File: config.mk
export PLATFORM = sky130hd
export DESIGN_NAME = pipe_hazard_ctrl_flat
export DESIGN_NICKNAME = d
export VERILOG_FILES = /design/src/rtl/pipe_hazard_ctrl_if.sv /design/src/rtl/pipe_hazard_ctrl.sv /design/src/flat_wrapper.sv
export SDC_FILE = /design/constraint.sdc
export NUM_CORES = 1
export LEC_CHECK = 0
export ABC_AREA = 1
export CELL_PAD_IN_SITES_DETAIL_PLACEMENT = 0
export CELL_PAD_IN_SITES_GLOBAL_PLACEMENT = 1
export CORE_MARGIN = 2
export CORE_UTILIZATION = 45
export DETAILED_ROUTE_END_ITERATION = 16
export DONT_BUFFER_PORTS = 1
export GPL_TIMING_DRIVEN = 0
export PLACE_DENSITY_LB_ADDON = 0.2
export SLEW_MARGIN = 15
export SYNTH_ARGS = -nofsm -noshare
export SYNTH_HDL_FRONTEND = slang
export SYNTH_SLANG_ARGS = --single-unit
File: constraint.sdc
create_clock -name clk -period 5.4 [get_ports clk]
set_input_delay 1.08 -clock clk [delete_from_list [all_inputs] [get_ports clk]]
set_output_delay 1.08 -clock clk [all_outputs]
set_load 0.01 [all_outputs]
File: src/rtl/pipe_hazard_ctrl_if.sv
`default_nettype none
// ============================================================================
// Module  : pipe_hazard_ctrl_if
// Brief   : ID-stage decode inputs and pipeline control outputs of the hazard unit
// Revision: 1.0 - initial release
// ============================================================================
interface pipe_hazard_ctrl_if #(
  parameter int STAGES = 5,
  parameter int REG_W  = 5
);
  logic              fetch_valid;
  logic [REG_W-1:0]  id_rs;
  logic [REG_W-1:0]  id_rs2;
  logic              id_uses_rs;
  logic              id_uses_rs2;
  logic [REG_W-1:0]  id_rd;
  logic              id_reg_wr;
  logic              id_is_load;
  logic              id_is_mul;
  logic              id_is_branch;
  logic              id_branch_taken;
  logic [STAGES-1:0] stage_valid;
  logic [STAGES-1:0] stage_en;
  logic              pc_en;
  logic              bubble;
  logic              flush_ifid;
  logic              mul_busy;
  logic [15:0]       stall_cycles;

  modport master (
    output fetch_valid, id_rs, id_rs2, id_uses_rs, id_uses_rs2, id_rd,
           id_reg_wr, id_is_load, id_is_mul, id_is_branch, id_branch_taken,
    input  stage_valid, stage_en, pc_en, bubble, flush_ifid, mul_busy,
           stall_cycles
  );

  modport slave (
    input  fetch_valid, id_rs, id_rs2, id_uses_rs, id_uses_rs2, id_rd,
           id_reg_wr, id_is_load, id_is_mul, id_is_branch, id_branch_taken,
    output stage_valid, stage_en, pc_en, bubble, flush_ifid, mul_busy,
           stall_cycles
  );
endinterface
`default_nettype wire

File: src/rtl/pipe_hazard_ctrl.sv
`default_nettype none
// ============================================================================
// Module  : pipe_hazard_ctrl
// Brief   : Valid tracking, load-use/branch hazard stall, branch squash and
//           multiply freeze for an in-order pipeline of STAGES registers
// Revision: 1.0 - initial release
// ============================================================================
module pipe_hazard_ctrl #(
  parameter int STAGES     = 5,
  parameter int REG_W      = 5,
  parameter int MUL_CYCLES = 32
) (
  input  logic              clk,
  input  logic              reset,
  pipe_hazard_ctrl_if.slave bus
);

  localparam int              CNT_W    = 8;
  localparam logic [CNT_W-1:0] MUL_LOAD = CNT_W'(MUL_CYCLES - 1);

  logic [STAGES-1:0] valid_q, valid_d;
  logic [CNT_W-1:0]  mul_cnt_q, mul_cnt_d;
  logic [15:0]       stall_q, stall_d;
  logic [REG_W-1:0]  ex_rd_q, ex_rd_d;
  logic              ex_reg_wr_q, ex_reg_wr_d;
  logic              ex_is_load_q, ex_is_load_d;

  logic              id_valid, dep, hazard, branch, busy;
  logic [STAGES-1:0] en;
  logic              pc_en, bubble, flush;

  always_comb begin
    id_valid = valid_q[0];
    busy     = (mul_cnt_q != '0);
    dep      = ex_reg_wr_q & valid_q[1] & (ex_rd_q != '0) &
               ((bus.id_uses_rs  & (bus.id_rs  == ex_rd_q)) |
                (bus.id_uses_rs2 & (bus.id_rs2 == ex_rd_q)));
    hazard   = id_valid & dep & (ex_is_load_q | bus.id_is_branch);
    branch   = id_valid & bus.id_branch_taken & bus.id_is_branch;
  end

  // Priority: multiply freeze, then data hazard, then taken-branch squash.
  always_comb begin
    en      = '1;
    pc_en   = 1'b1;
    bubble  = 1'b0;
    flush   = 1'b0;
    valid_d = {valid_q[STAGES-2:0], bus.fetch_valid};
    if (busy) begin
      en      = '0;
      pc_en   = 1'b0;
      valid_d = valid_q;
    end else if (hazard) begin
      pc_en      = 1'b0;
      en[0]      = 1'b0;
      bubble     = 1'b1;
      valid_d[0] = valid_q[0];
      valid_d[1] = 1'b0;
    end else if (branch) begin
      flush      = 1'b1;
      valid_d[0] = 1'b0;
    end
  end

  always_comb begin
    ex_rd_d      = ex_rd_q;
    ex_reg_wr_d  = ex_reg_wr_q;
    ex_is_load_d = ex_is_load_q;
    mul_cnt_d    = mul_cnt_q;
    if (bubble) begin
      ex_rd_d      = '0;
      ex_reg_wr_d  = 1'b0;
      ex_is_load_d = 1'b0;
    end else if (en[1]) begin
      ex_rd_d      = bus.id_rd;
      ex_reg_wr_d  = bus.id_reg_wr;
      ex_is_load_d = bus.id_is_load;
    end
    if (busy)
      mul_cnt_d = mul_cnt_q - 1'b1;
    else if (en[1] && !bubble && id_valid && bus.id_is_mul)
      mul_cnt_d = MUL_LOAD;
    stall_d = (!pc_en && stall_q != 16'hFFFF) ? stall_q + 16'd1 : stall_q;
  end

  always_ff @(posedge clk or negedge reset) begin
    if (!reset) begin
      valid_q      <= '0;
      mul_cnt_q    <= '0;
      stall_q      <= '0;
      ex_rd_q      <= '0;
      ex_reg_wr_q  <= 1'b0;
      ex_is_load_q <= 1'b0;
    end else begin
      valid_q      <= valid_d;
      mul_cnt_q    <= mul_cnt_d;
      stall_q      <= stall_d;
      ex_rd_q      <= ex_rd_d;
      ex_reg_wr_q  <= ex_reg_wr_d;
      ex_is_load_q <= ex_is_load_d;
    end
  end

  assign bus.stage_valid  = valid_q;
  assign bus.stage_en     = en;
  assign bus.pc_en        = pc_en;
  assign bus.bubble       = bubble;
  assign bus.flush_ifid   = flush;
  assign bus.mul_busy     = busy;
  assign bus.stall_cycles = stall_q;

endmodule
`default_nettype wire

File: src/flat_wrapper.sv
// flat-port wrapper written by rule: the top's interface ports become plain ports
module pipe_hazard_ctrl_flat 
#(
  parameter int STAGES     = 5,
  parameter int REG_W      = 5,
  parameter int MUL_CYCLES = 32
)
  (clk, reset, bus_fetch_valid, bus_id_rs, bus_id_rs2, bus_id_uses_rs, bus_id_uses_rs2, bus_id_rd, bus_id_reg_wr, bus_id_is_load, bus_id_is_mul, bus_id_is_branch, bus_id_branch_taken, bus_stage_valid, bus_stage_en, bus_pc_en, bus_bubble, bus_flush_ifid, bus_mul_busy, bus_stall_cycles);
  pipe_hazard_ctrl_if #(.STAGES(STAGES), .REG_W(REG_W)) bus_i ();
  input  logic clk;
  input  logic reset;
  input wire logic [$bits(bus_i.fetch_valid)-1:0] bus_fetch_valid;
  input wire logic [$bits(bus_i.id_rs)-1:0] bus_id_rs;
  input wire logic [$bits(bus_i.id_rs2)-1:0] bus_id_rs2;
  input wire logic [$bits(bus_i.id_uses_rs)-1:0] bus_id_uses_rs;
  input wire logic [$bits(bus_i.id_uses_rs2)-1:0] bus_id_uses_rs2;
  input wire logic [$bits(bus_i.id_rd)-1:0] bus_id_rd;
  input wire logic [$bits(bus_i.id_reg_wr)-1:0] bus_id_reg_wr;
  input wire logic [$bits(bus_i.id_is_load)-1:0] bus_id_is_load;
  input wire logic [$bits(bus_i.id_is_mul)-1:0] bus_id_is_mul;
  input wire logic [$bits(bus_i.id_is_branch)-1:0] bus_id_is_branch;
  input wire logic [$bits(bus_i.id_branch_taken)-1:0] bus_id_branch_taken;
  output wire logic [$bits(bus_i.stage_valid)-1:0] bus_stage_valid;
  output wire logic [$bits(bus_i.stage_en)-1:0] bus_stage_en;
  output wire logic [$bits(bus_i.pc_en)-1:0] bus_pc_en;
  output wire logic [$bits(bus_i.bubble)-1:0] bus_bubble;
  output wire logic [$bits(bus_i.flush_ifid)-1:0] bus_flush_ifid;
  output wire logic [$bits(bus_i.mul_busy)-1:0] bus_mul_busy;
  output wire logic [$bits(bus_i.stall_cycles)-1:0] bus_stall_cycles;
  assign bus_i.fetch_valid = bus_fetch_valid;
  assign bus_i.id_rs = bus_id_rs;
  assign bus_i.id_rs2 = bus_id_rs2;
  assign bus_i.id_uses_rs = bus_id_uses_rs;
  assign bus_i.id_uses_rs2 = bus_id_uses_rs2;
  assign bus_i.id_rd = bus_id_rd;
  assign bus_i.id_reg_wr = bus_id_reg_wr;
  assign bus_i.id_is_load = bus_id_is_load;
  assign bus_i.id_is_mul = bus_id_is_mul;
  assign bus_i.id_is_branch = bus_id_is_branch;
  assign bus_i.id_branch_taken = bus_id_branch_taken;
  assign bus_stage_valid = bus_i.stage_valid;
  assign bus_stage_en = bus_i.stage_en;
  assign bus_pc_en = bus_i.pc_en;
  assign bus_bubble = bus_i.bubble;
  assign bus_flush_ifid = bus_i.flush_ifid;
  assign bus_mul_busy = bus_i.mul_busy;
  assign bus_stall_cycles = bus_i.stall_cycles;
  pipe_hazard_ctrl #(.STAGES(STAGES), .REG_W(REG_W), .MUL_CYCLES(MUL_CYCLES)) u_core (.clk(clk), .reset(reset), .bus(bus_i));
endmodule
; Word level (Yosys, flattened, before mapping)
; Index checks and enable logic that the tools add are counted.
[op_classes]
n_addsub = 2
n_eq_ne = 3
muxes = 18
bitwise = 13
n_reduce_logical = 11
[op_table]
columns = operator, n
row1 = "16-bit by 1-bit adder with 16-bit output, second input constant", 1
row2 = 8-bit two-way mux, 2
row3 = "16-bit inequality test, second input constant", 1
row4 = 1-bit two-way mux, 13
row5 = 5-bit equality test, 2
row6 = 5-bit two-way mux, 2
row7 = 1-bit bitwise AND, 9
row8 = 8-bit nonzero test, 1
row9 = "8-bit by 1-bit subtractor with 8-bit output, second input constant", 1
row10 = 5-bit nonzero test, 1
row11 = 1-bit logical AND, 4
row12 = 4-bit two-way mux, 1
row13 = 2-bit nonzero test, 2
row14 = 1-bit zero test, 2
row15 = 1-bit NOT, 2
row16 = 1-bit bitwise OR, 2
row17 = 2-bit AND reduction, 1
[word_totals]
ff_bits = 36
inputBits = 25
elab_cells = 54

; Longest topological paths before layout
[depth]
word_depth = 14
mapped_depth = 13
ltp_nobuf = 12

; Worst setup path before layout
; OpenSTA, ideal clock, no wires.
[synth_path]
path_kind = input port to output port
from = input bus_id_rs[1]
to = output bus_stage_en[0]
t_arrival_ns = 2.049
setup_slack_ns = 2.271
stages = 10
n_path_buf = 1
path_cell_list = inv_1 > nand2_1 > nand2_1 > nor2_1 > nand3_1 > nand2_1 > nand2_1 > nand2_4 > clkinv_1 > buf_4
[synth_via]
elab_chain_len = 8
[synth_rtl]
columns = element, line_no
row1 = "start, declared", flat_wrapper.sv:13  ; input wire logic [$bits(bus_i.id_rs)-1:0] bus_id_rs;
row2 = 5-bit equality test, pipe_hazard_ctrl.sv:36  ; ((bus.id_uses_rs & (bus.id_rs == ex_rd_q)) |
row3 = 1-bit bitwise AND, pipe_hazard_ctrl.sv:36
row4 = 1-bit bitwise OR, pipe_hazard_ctrl.sv:36
row5 = 1-bit bitwise AND, pipe_hazard_ctrl.sv:35  ; dep = ex_reg_wr_q & valid_q[1] & (ex_rd_q != '0) &
row6 = 1-bit bitwise AND (2 in a row), pipe_hazard_ctrl.sv:38  ; hazard = id_valid & dep & (ex_is_load_q | bus.id_is_branch);
row7 = 1-bit two-way mux (2 in a row), --
row8 = "end, declared", flat_wrapper.sv:24  ; output wire logic [$bits(bus_i.stage_en)-1:0] bus_stage_en;
; Every way passes these cells.

; Worst setup path after layout
[layout_path]
from = input bus_id_rs2[4]
to = output bus_stage_en[0]
[layout_via]
elab_chain_len = 8
[layout_rtl]
columns = element, line_no
row1 = "start, declared", flat_wrapper.sv:14  ; input wire logic [$bits(bus_i.id_rs2)-1:0] bus_id_rs2;
row2 = 5-bit equality test, pipe_hazard_ctrl.sv:37  ; (bus.id_uses_rs2 & (bus.id_rs2 == ex_rd_q)));
row3 = 1-bit bitwise AND, pipe_hazard_ctrl.sv:37
row4 = 1-bit bitwise OR, pipe_hazard_ctrl.sv:36
row5 = 1-bit bitwise AND, pipe_hazard_ctrl.sv:35
row6 = 1-bit bitwise AND (2 in a row), pipe_hazard_ctrl.sv:38
row7 = 1-bit two-way mux (2 in a row), --
; Every way passes these cells.

==> metrics.cfg <==
[critical_path]
worstSetupPathType=in -> out
reg2regPathDepth=12
crit_required_ps=4320
endpoint_kind=output pin
critPathMaxFanout=11
r2r-end=u_core.bus.stall_cycles[14]$_DFFE_PN0P_
r2r_start=u_core.mul_cnt_q[0]$_DFFE_PN0P_
reg2reg_slack_ps=3310
critPathArrivalTime_ps=2320
crit_path_start_kind=input port

[synth]
avgSynthCellArea_um2=7.44
synthCells=277
ys_seq_elements=36
ys_top_cells_by_area=dfrtp_1, nand2_1, inv_1
ys_seq_area_share_pct=43.7
yosysTopAreaCellShare_pct=43.7
async_flop_share_pct=100
synth_top_area_cell=dfrtp_1
synth_cell_types=26
synth-main-ff-cell=dfrtp_1
syn-num-nets=304
ys_warn_count=0
synth-edff-count=0
synth_area_um2=2060

[power]
power_leakage_uw=0.00114
vdd_ir_drop_max_uv=248
powerDensity_nw_per_um2=494

[placed_design]
gp_congestion=0.809
io_buffer_count=0
hpwl_um=3240
placedCellCount=329

[route]
routed_via_density=4.91
via_count=1655
wirelength_um=4350
drc_errors=0
drt_iter0_markers=89
first_pass_iters=4
ant_nets=0
wire_per_inst_um=12.9

[timing]
fin_setup_tns_ps=0
tightest_slew_ps=510
post-route-min-period_ps=3400
clock.fmax_mhz=294
finalSetupViolCount=0
finClkSkew_ps=4.38
relSlewSlack_pct=65.9
hold_viol=0
finalCritPeriodShare_pct=63.0
drv_slew=0
rsz0062_at_grt=false

[global_routing]
grt_max_degree=37
grt_pass1_wl_um=7630
track_usage_pct=18.9
grt.overflow.total=0
grt_pass1_vias=1714
antenna_found_initial=0

[clock_network]
cts.clk_slew.worst_paths_ps=70
worstSkewPairLatency_ps=280
cts_root_buffer=clkbuf_8
cts_resized=0
cts_max_level=2
hold_buffers=0
cts_setup_buffers=0
numClockSinks=36
cts_tree=built
clk_path_buf_depth=2
numCtsBuffers=5

[floorplan]
coreArea_um2=4380
row_count=24
die_area_um2=5140
die_h_um=71.7
io_pins=55
dieWidth_um=71.7
start_util_pct=47.0

[finish]
final_layout_size_suffix_gt1_share_pct=10.2
layout_common_cells=nand2_1, dfrtp_1, inv_1
diodes=0
fin_nets=311
final_common_cell=nand2_1
finalNonFillerCells=337
areaGrowthSynthToFinish_pct=7.65

[outcome]
status=complete, no violations

[min_path]
hold_class=in -> async

[job]
maxCapViolCount=0

## how the worst max path moves through the flow
stage                           end  cells past startpoint           from  slack [ps]
detailed placement  bus_stage_en[0]                     10  bus_id_rs2[4]        1990
global route        bus_stage_en[0]                     10   bus_id_rs[4]        1800
floorplan           bus_stage_en[0]                     10   bus_id_rs[1]        2270
finish              bus_stage_en[0]                     10  bus_id_rs2[4]        2000
CTS                 bus_stage_en[0]                     10  bus_id_rs2[4]        1970
global placement    bus_stage_en[0]                     10  bus_id_rs2[4]        1990
## layer usage
metal / GRT usage (%) / routed length [µm] / up-vias
li1: - / - / 865
met1: 24.5 / 1980 / 741
met2: 31.8 / 2060 / 44
met3: 4.36 / 266 / 5
met4: 5.03 / 40 / 0
met5: 0 / 0 / -
## logic make-up after synthesis
logic type / count (synthesis) / share of synthesized area (%)
AND/OR/NAND/NOR: 155 / 31.8
flip-flops: 36 / 43.7
buffers and inverters: 43 / 9.29
XOR/XNOR: 16 / 6.80
AO/OA/AOI/OAI: 25 / 7.16
adder cells (fa/ha/maj): 2 / 1.21
## power breakdown
part | leakage, µW | internal (µW) | switching [µW] | total [µW]
logic | 0.000654 | 149 | 211 | 360
clock network | 0.0000510 | 102 | 96.4 | 198
registers | 0.000434 | 388 | 150 | 537
total | 0.00114 | 638 | 457 | 1090
## synth_stat cells, drive strengths merged, types with 2 or more instances
master / n
nand2: 97
dfrtp: 36
inv: 35
nor2: 31
o21ai: 22
nand3: 14
xnor2: 9
buf: 7
xor2: 7
nor3: 5
nand4: 4
a21oi: 3
ha: 2
or2: 2
## through the flow
stage	hold WS, ps	area [µm²]	power [µW]	utilization [%]	setup slack (ps)
detailed placement	463	2130	905	48.5	1990
global placement	459	2130	897	48.5	1990
global route	465	2220	1210	50.6	1800
CTS	477	2220	1100	50.6	1970
floorplan	441	2060	821	-	2270
finish	481	2220	1090	50.6	2000
## worst max-delay path, stage by stage
cell      delay (ps)
inv_1             20
nand2_1           40
nand2_1           40
nor2_1           120
nand3_1           80
nand2_1           70
nand2_1          110
nand2_4          120
clkinv_1         340
buf_4            280
## cell type report
class                      count  area, µm²
clock buffer                   6       82.6
buffer                         7       53.8
sequential                    36        901
inverter                      36        138
multi-input combinational    198        968
clock inverter                 2       10.0
tap                           52       65.1
fill                         468       2170
## state kept, by name, indices dropped and copies added, names as in the netlist
register / flops
u_core.ex_rd_q: 5
u_core.ex_is_load_q: 1
u_core.mul_cnt_q: 8
u_core.ex_reg_wr_q: 1
u_core.bus.stage_valid: 5
u_core.bus.stall_cycles: 16
Note: power is estimated with default switching activity, not from simulation.
